[config.mk]
export PLATFORM = sky130hd
export DESIGN_NAME = vend_controller
export DESIGN_NICKNAME = d
export VERILOG_FILES = /design/src/rtl/vend_pkg.sv /design/src/rtl/vend_controller_debounce.sv /design/src/rtl/vend_controller.sv
export SDC_FILE = /design/constraint.sdc
export NUM_CORES = 1
export LEC_CHECK = 0
export BUFFER_PORTS_ARGS = -buffer_cell sky130_fd_sc_hd__buf_2
export CAP_MARGIN = 20
export CORE_AREA = 8 8 111 113
export DETAILED_ROUTE_END_ITERATION = 8
export DIE_AREA = 0 0 119 121
export PLACE_DENSITY = 0.5
export SYNTH_ARGS = -nofsm -noshare
export SYNTH_HDL_FRONTEND = slang
export SYNTH_SLANG_ARGS = --single-unit
[constraint.sdc]
create_clock -name clk -period 4.6 [get_ports clk]
set_input_delay 0.92 -clock clk [delete_from_list [all_inputs] [get_ports clk]]
set_output_delay 0.92 -clock clk [all_outputs]
set_load 0.02 [all_outputs]
[src/rtl/vend_pkg.sv]
// vend_pkg: shared types and constants for the vending-machine sequencer.
//   state_t      - sequencer FSM states
//   KEY_*        - keypad codes with a fixed meaning (0-7 select an item)
//   item_price() - per-item price, in 5-cent units
//   coin_units() - credit value of a coin key, 0 for any other key
package vend_pkg;

    localparam int unsigned KEY_W    = 4;
    localparam int unsigned CREDIT_W = 8;
    localparam int unsigned ITEM_W   = 3;

    typedef enum logic [1:0] {
        ST_IDLE,
        ST_SELECTED,
        ST_DISPENSE,
        ST_CHANGE
    } state_t;

    localparam logic [KEY_W-1:0] KEY_COIN1  = 4'h8;
    localparam logic [KEY_W-1:0] KEY_COIN2  = 4'h9;
    localparam logic [KEY_W-1:0] KEY_COIN5  = 4'hA;
    localparam logic [KEY_W-1:0] KEY_CANCEL = 4'hB;

    function automatic logic [CREDIT_W-1:0] item_price(input logic [ITEM_W-1:0] sel);
        case (sel)
            3'd0:    return 8'd3;
            3'd1:    return 8'd4;
            3'd2:    return 8'd5;
            3'd3:    return 8'd6;
            3'd4:    return 8'd7;
            3'd5:    return 8'd8;
            3'd6:    return 8'd10;
            default: return 8'd12;
        endcase
    endfunction

    function automatic logic [CREDIT_W-1:0] coin_units(input logic [KEY_W-1:0] key);
        case (key)
            KEY_COIN1: return 8'd1;
            KEY_COIN2: return 8'd2;
            KEY_COIN5: return 8'd5;
            default:   return 8'd0;
        endcase
    endfunction

endpackage

[src/rtl/vend_controller_debounce.sv]
// key_debounce: turns the raw keypad scanner output into one accept strobe per press.
//   clk, reset  - clock, synchronous active-high reset
//   key_value   - decoded key code
//   key_valid   - high while a key is held
//   key_accept  - 1-cycle strobe, DEBOUNCE_CYCLES cycles after a stable press starts
//   key_code    - key code captured with the strobe
module key_debounce
    import vend_pkg::*;
#(
    parameter int unsigned DEBOUNCE_CYCLES = 16
) (
    input  logic             clk,
    input  logic             reset,
    input  logic [KEY_W-1:0] key_value,
    input  logic             key_valid,
    output logic             key_accept,
    output logic [KEY_W-1:0] key_code
);

    localparam int unsigned CW = $clog2(DEBOUNCE_CYCLES + 1);

    logic [CW-1:0]    r_hold_cnt;
    logic [CW-1:0]    r_rel_cnt;
    logic [KEY_W-1:0] r_last;
    logic             r_prev_valid;
    logic             r_armed;
    logic             r_accept;
    logic [KEY_W-1:0] r_code;

    logic             w_stable;
    logic [CW-1:0]    w_hold_next;
    logic [CW-1:0]    w_rel_next;

    // The current cycle counts as the first stable one, so a value change restarts at 1.
    assign w_stable    = key_valid && r_prev_valid && (key_value == r_last);
    assign w_hold_next = !w_stable ? CW'(1) :
                         (r_hold_cnt == CW'(DEBOUNCE_CYCLES)) ? r_hold_cnt : r_hold_cnt + CW'(1);
    assign w_rel_next  = (r_rel_cnt == CW'(DEBOUNCE_CYCLES)) ? r_rel_cnt : r_rel_cnt + CW'(1);

    // Hold/release counters; r_armed blocks a second accept until a full release.
    always_ff @(posedge clk) begin
        if (reset) begin
            r_hold_cnt   <= '0;
            r_rel_cnt    <= '0;
            r_last       <= '0;
            r_prev_valid <= 1'b0;
            r_armed      <= 1'b1;
            r_accept     <= 1'b0;
            r_code       <= '0;
        end else begin
            r_accept     <= 1'b0;
            r_prev_valid <= key_valid;
            r_last       <= key_value;
            if (key_valid) begin
                r_hold_cnt <= w_hold_next;
                r_rel_cnt  <= '0;
                if (r_armed && (w_hold_next == CW'(DEBOUNCE_CYCLES))) begin
                    r_accept <= 1'b1;
                    r_code   <= key_value;
                    r_armed  <= 1'b0;
                end
            end else begin
                r_hold_cnt <= '0;
                r_rel_cnt  <= w_rel_next;
                if (w_rel_next == CW'(DEBOUNCE_CYCLES)) begin
                    r_armed <= 1'b1;
                end
            end
        end
    end

    assign key_accept = r_accept;
    assign key_code   = r_code;

endmodule

[src/rtl/vend_controller.sv]
// vend_controller: vending-machine sequencer behind the keypad scanner.
//   clk, reset   - clock, synchronous active-high reset
//   key_value    - decoded key code (0-7 item, 8/9/A coin 1/2/5, B cancel)
//   key_valid    - high while a key is held
//   dispense     - dispense strobe, DISPENSE_CYCLES long; item valid meanwhile
//   item         - item being dispensed
//   change_pulse - one pulse per 5-cent unit returned
//   credit       - current credit in 5-cent units
//   busy         - high while dispensing or returning change
//   coin_reject  - pulse when a coin would exceed MAX_CREDIT
//   soldout      - pulse when the selected item has no stock
// Optional feature macro VEND_STOCK_EN: per-item stock counters and the soldout pulse;
// without it stock is unlimited and soldout is 0.
module vend_controller
    import vend_pkg::*;
#(
    parameter int unsigned         DEBOUNCE_CYCLES = 16,
    parameter int unsigned         DISPENSE_CYCLES = 8,
    parameter logic [CREDIT_W-1:0] MAX_CREDIT      = 8'd40
`ifdef VEND_STOCK_EN
    ,
    parameter logic [3:0]          STOCK_INIT      = 4'd5
`endif
) (
    input  logic                clk,
    input  logic                reset,
    input  logic [KEY_W-1:0]    key_value,
    input  logic                key_valid,
    output logic                dispense,
    output logic [ITEM_W-1:0]   item,
    output logic                change_pulse,
    output logic [CREDIT_W-1:0] credit,
    output logic                busy,
    output logic                coin_reject,
    output logic                soldout
);

    localparam int unsigned DW = $clog2(DISPENSE_CYCLES + 1);

    state_t              r_state;
    logic [CREDIT_W-1:0] r_credit;
    logic [ITEM_W-1:0]   r_sel;
    logic [DW-1:0]       r_disp_cnt;
    logic                r_dispense;
    logic [ITEM_W-1:0]   r_item;
    logic                r_change;
    logic                r_busy;
    logic                r_reject;

    logic                w_key_accept;
    logic [KEY_W-1:0]    w_key_code;
    logic                w_is_item;
    logic                w_is_coin;
    logic                w_is_cancel;
    logic [CREDIT_W-1:0] w_sum;
    logic                w_coin_ok;
    logic [CREDIT_W-1:0] w_new_price;
    logic [CREDIT_W-1:0] w_sel_price;
    logic                w_in_stock;

    key_debounce #(
        .DEBOUNCE_CYCLES(DEBOUNCE_CYCLES)
    ) u_debounce (
        .clk       (clk),
        .reset     (reset),
        .key_value (key_value),
        .key_valid (key_valid),
        .key_accept(w_key_accept),
        .key_code  (w_key_code)
    );

    // Key decode and credit arithmetic (max 40+5, no 8-bit overflow).
    assign w_is_item   = w_key_accept && !w_key_code[3];
    assign w_is_coin   = w_key_accept && (coin_units(w_key_code) != 8'd0);
    assign w_is_cancel = w_key_accept && (w_key_code == KEY_CANCEL);
    assign w_sum       = r_credit + coin_units(w_key_code);
    assign w_coin_ok   = (w_sum <= MAX_CREDIT);
    assign w_new_price = item_price(w_key_code[ITEM_W-1:0]);
    assign w_sel_price = item_price(r_sel);

`ifdef VEND_STOCK_EN
    logic [3:0] r_stock [8];
    logic       r_soldout;
    assign w_in_stock = (r_stock[w_key_code[ITEM_W-1:0]] != 4'd0);
    assign soldout    = r_soldout;
`else
    assign w_in_stock = 1'b1;
    assign soldout    = 1'b0;
`endif

    // Sequencer FSM with registered outputs.
    always_ff @(posedge clk) begin
        if (reset) begin
            r_state    <= ST_IDLE;
            r_credit   <= '0;
            r_sel      <= '0;
            r_disp_cnt <= '0;
            r_dispense <= 1'b0;
            r_item     <= '0;
            r_change   <= 1'b0;
            r_busy     <= 1'b0;
            r_reject   <= 1'b0;
`ifdef VEND_STOCK_EN
            r_soldout  <= 1'b0;
            for (int i = 0; i < 8; i++) r_stock[i] <= STOCK_INIT;
`endif
        end else begin
            r_reject  <= 1'b0;
`ifdef VEND_STOCK_EN
            r_soldout <= 1'b0;
`endif
            case (r_state)
                // Keys only act here, so accepts during DISPENSE/CHANGE are dropped.
                ST_IDLE, ST_SELECTED: begin
                    if (w_is_coin) begin
                        if (w_coin_ok) begin
                            r_credit <= w_sum;
                            if ((r_state == ST_SELECTED) && (w_sum >= w_sel_price)) begin
                                r_state <= ST_DISPENSE;
                                r_busy  <= 1'b1;
                            end
                        end else begin
                            r_reject <= 1'b1;
                        end
                    end else if (w_is_item) begin
                        if (w_in_stock) begin
                            r_sel <= w_key_code[ITEM_W-1:0];
                            if (r_credit >= w_new_price) begin
                                r_state <= ST_DISPENSE;
                                r_busy  <= 1'b1;
                            end else begin
                                r_state <= ST_SELECTED;
                            end
                        end else begin
`ifdef VEND_STOCK_EN
                            r_soldout <= 1'b1;
`endif
                        end
                    end else if (w_is_cancel) begin
                        if (r_credit != '0) begin
                            r_state <= ST_CHANGE;
                            r_busy  <= 1'b1;
                        end else begin
                            r_state <= ST_IDLE;
                        end
                    end
                end
                // First cycle charges the price and raises dispense; r_disp_cnt counts high cycles.
                ST_DISPENSE: begin
                    if (r_disp_cnt == '0) begin
                        r_credit   <= r_credit - w_sel_price;
                        r_dispense <= 1'b1;
                        r_item     <= r_sel;
                        r_disp_cnt <= DW'(1);
`ifdef VEND_STOCK_EN
                        r_stock[r_sel] <= r_stock[r_sel] - 4'd1;
`endif
                    end else if (r_disp_cnt == DW'(DISPENSE_CYCLES)) begin
                        r_dispense <= 1'b0;
                        r_disp_cnt <= '0;
                        if (r_credit != '0) begin
                            r_state <= ST_CHANGE;
                        end else begin
                            r_state <= ST_IDLE;
                            r_busy  <= 1'b0;
                        end
                    end else begin
                        r_disp_cnt <= r_disp_cnt + DW'(1);
                    end
                end
                // One pulse every other cycle, credit follows each pulse.
                ST_CHANGE: begin
                    if (r_change) begin
                        r_change <= 1'b0;
                        r_credit <= r_credit - 8'd1;
                    end else if (r_credit == '0) begin
                        r_state <= ST_IDLE;
                        r_busy  <= 1'b0;
                    end else begin
                        r_change <= 1'b1;
                    end
                end
                default: r_state <= ST_IDLE;
            endcase
        end
    end

    assign dispense     = r_dispense;
    assign item         = r_item;
    assign change_pulse = r_change;
    assign credit       = r_credit;
    assign busy         = r_busy;
    assign coin_reject  = r_reject;

endmodule
==> run metrics <==
GRT overflow=0; layout cell share with drive strength beyond 1=around 11%; path length in cells of the critical path=11; logic depth of the worst register-to-register path=11; clk_lat worst skew=~0.31 ns; Req. time, crit path=~4.8 ns; share of flip-flops with an asynchronous set or reset=0%; clock period minus worst slack=roughly 3.4 ns; Synth Instances=about 380; capturing element of the worst setup path=credit[1]; Post-CTS Hold Buffers=0; area share of and/or/nand/nor cells after synthesis=24.5%; category of the worst setup path launch point=flop; die outline height=121 um; H-tree lvl count=2; worst voltage drop across the vdd grid=just under 0.1 mV; Num Clock Sinks=45; Final Total Pwr=0.000693 W; Worst Max-Slew Pin Slew=between 0.9 and 1 ns; synthesis-to-finish area growth=9.35%; vias after detailed routing=2648; flip-flop and latch count after synthesis=45; final wirelength=between 7 and 8 mm; dominant combinational cell family by area after synthesis=simple AND/OR/NAND/NOR gates; initial antenna violation count=0; top flip-flop cell by instance count after synthesis=dfxtp_1; CP max FO=10; crit-path max cell delay=approximately 0.68 ns; GRT Total Usage=roughly 11%; largest net degree at the start of global routing=40; Critical Path End Type=flop; setup repair after global routing missed its margin=no; master cell of the clock root buffer=clkbuf_8; CP cell instances=nand2b_1, nor2_1, ha_1, fa_1, xor2_1, a2111oi_2, o22a_1, o32ai_1, buf_4, o21ai_1, o311a_1; worst-case register-to-register setup slack=around 1.2 ns; worst path buffer plus inverter count=1; Resized cells post-CTS=0; post-route clock skew=approximately 0.012 ns; CTS tree=done; Unique masters post-synth=70; xor and xnor area share after synthesis=roughly 4.8%; total of max-cap violations=0; status=completed; first element of the critical path=u_debounce.key_code[2]; share of the yosys chip area belonging to registers=between 20 and 30%; final number of hold-violating endpoints=0; leakage power of the design=between 1 and 1.5 nW; Synthesis Warnings=0; Final period util=roughly 74%; remaining max-slew budget at the tightest pin=36.4%; number of nets with antenna violations after routing=0; summed instance area of the synthesized netlist=approximately 3000 um2; top achievable clock speed=approximately 300 MHz; DRT iter0 DRCs=roughly 180; average wire per cell in the routed design=14.3 um; maximum root-to-sink buffer count=2; worst min-delay path category=flop to flop; I/O pin cnt=23; endpoint arrival time on the critical path=~3.6 ns; number of setup buffers added after CTS=0; core area=roughly 11000 um2; total number of placement rows=38; Setup-failing EPs final=0; Fill cells=1130; Antenna diodes=0; width of the die=119 um; post-route core utilization=31.7%; CTS buffer count=5; worst min-delay path startpoint=dispense; clock-pin transition on the worst setup and hold timing paths=~0.10 ns; standard cell with the maximum stage delay on the critical path=o32ai_1; average vias per placed instance=about 5; setup tns final=0 ns; compound-cell area share of the yosys netlist=a little under a quarter; Syn Area/Cell=~8.2 um2; number of synthesized flops with an enable pin=0; number of port buffers=21; endpoint of the worst register-to-register path=credit[1]; post-synthesis net count=406; FF-to-FF Start=u_debounce.key_code[2]; vias in the first global route=about 2600; max-slew violation count=0; category of the critical setup timing path=flop to flop; CP delay by family, top=compound AO/OA/AOI/OAI gates; mux contribution to synthesized area=approximately 3.7%; cell total after placement=around 520; number of standard cells in the layout, taps in and fillers out=~520; Final nets=around 410; final RePlAce weighted congestion=0.842; P per Cell Area=between 200 and 250 nW/um2; post-detailed-placement half-perimeter wirelength=approximately 5.7 mm; Initial Utilization=29.0%; detailed-route DRC error count=0; count of TritonRoute iterations in the first routing pass=4; area enclosed by the die boundary=14400 um2; first-pass GRT wire length=between 10 and 15 mm; post-synthesis share of cell area spent on full adders, half adders and majority gates=under 10%
-- area by class of cell --
| cell class | instances | area [um2] | share of cell area (%) |
|---|---|---|---|
| clock buffer | 6 | 82.6 | 2.45 |
| clock inverter | 2 | 16.3 | 0.483 |
| inverter | 17 | 63.8 | 1.90 |
| multi-input combinational | 292 | 2010 | 59.9 |
| sequential | 45 | 901 | 26.8 |
| tap | 140 | 175 | 5.20 |
| timing repair buffer | 22 | 113 | 3.35 |
-- how the worst min path moves through the flow --
stage | slack [ns] | depth (start not counted) | end
2_1_floorplan | 0.47 | 2 | r_disp_cnt[1]
3_3_place_gp | 0.47 | 2 | dispense
3_5_place_dp | 0.47 | 2 | dispense
4_1_cts | 0.48 | 2 | dispense
5_1_grt | 0.51 | 2 | dispense
6_report | 0.48 | 2 | dispense
-- placed cells by master, fill, tap and decap left out, types with 4 or more instances in the layout --
cell / n
xor2_1: 11
a211oi_1: 5
buf_2: 21
o21ai_0: 16
nand4_1: 4
nand2_1: 26
dfxtp_1: 45
a21oi_1: 24
mux2i_1: 9
nand3b_1: 6
clkbuf_8: 6
ha_1: 21
o311a_1: 4
o21ai_1: 6
nand2b_1: 11
xnor2_1: 6
nand3_1: 10
o21a_1: 4
and2_1: 6
a21o_1: 6
nor2b_1: 12
inv_1: 16
nor2_1: 29
nor3_1: 17
-- kinds of logic (layout without fill, tap and decap cells) --
family | count (synthesis) | after routing
other | 1 | 1
AOI/OAI and AO/OA | 100 | 100
xor gates and xnor gates | 17 | 17
buffers and inverters | 39 | 47
adders and majority gates | 23 | 23
and+or+nand+nor | 140 | 140
DFF | 45 | 45
muxes | 11 | 11
-- tightest hold or removal path: cells and delay by family, from the launching register on --
| family | cells | cell delay, ns |
|---|---|---|
| DFF | 1 | 0.31 |
| AOI/OAI and AO/OA | 2 | 0.12 |
-- registers in the layout, summed over array words and instances, names as in the netlist --
signal,cells
u_debounce.r_armed,1
r_state,2
r_sel,3
credit,8
dispense,1
change_pulse,1
u_debounce.key_accept,1
busy,1
u_debounce.r_hold_cnt,5
u_debounce.r_prev_valid,1
u_debounce.key_code,4
u_debounce.r_last,4
u_debounce.r_rel_cnt,5
coin_reject,1
item,3
r_disp_cnt,4
-- power by group --
group / switching, W / internal, W
sequential: 0.00000248 / 0.000393
clock: 0.000148 / 0.000124
combinational: 0.0000160 / 0.00000905
-- cell usage after synthesis (10+ instances only) --
master / number / area share (%)
nand2_1: 26 / 3.2
buf_2: 10 / 1.6
nor2b_1: 12 / 2.4
a21oi_1: 24 / 3.9
nand2b_1: 11 / 2.2
o21ai_0: 16 / 2.6
nand3_1: 10 / 1.6
nor2_1: 29 / 3.5
inv_1: 16 / 2.0
nor3_1: 17 / 2.8
ha_1: 21 / 8.5
dfxtp_1: 45 / 29
xor2_1: 11 / 3.1
-- metal layers --
layer / wire length, um / GRT usage (%)
met5: 0 / 0
met4: 88 / 3.32
met3: 233 / 2.33
met2: 3370 / 17.4
met1: 3800 / 14.2
-- through the flow --
stage	area (um2)	setup WS [ns]	hold slack, ns
CTS	3370	1.25	0.484
finish	3370	1.22	0.478
detailed placement	3270	1.28	0.472
global placement	3270	1.39	0.471
global route	3370	0.970	0.511
floorplan	3080	1.68	0.466
(Power assumes the default switching activity.)
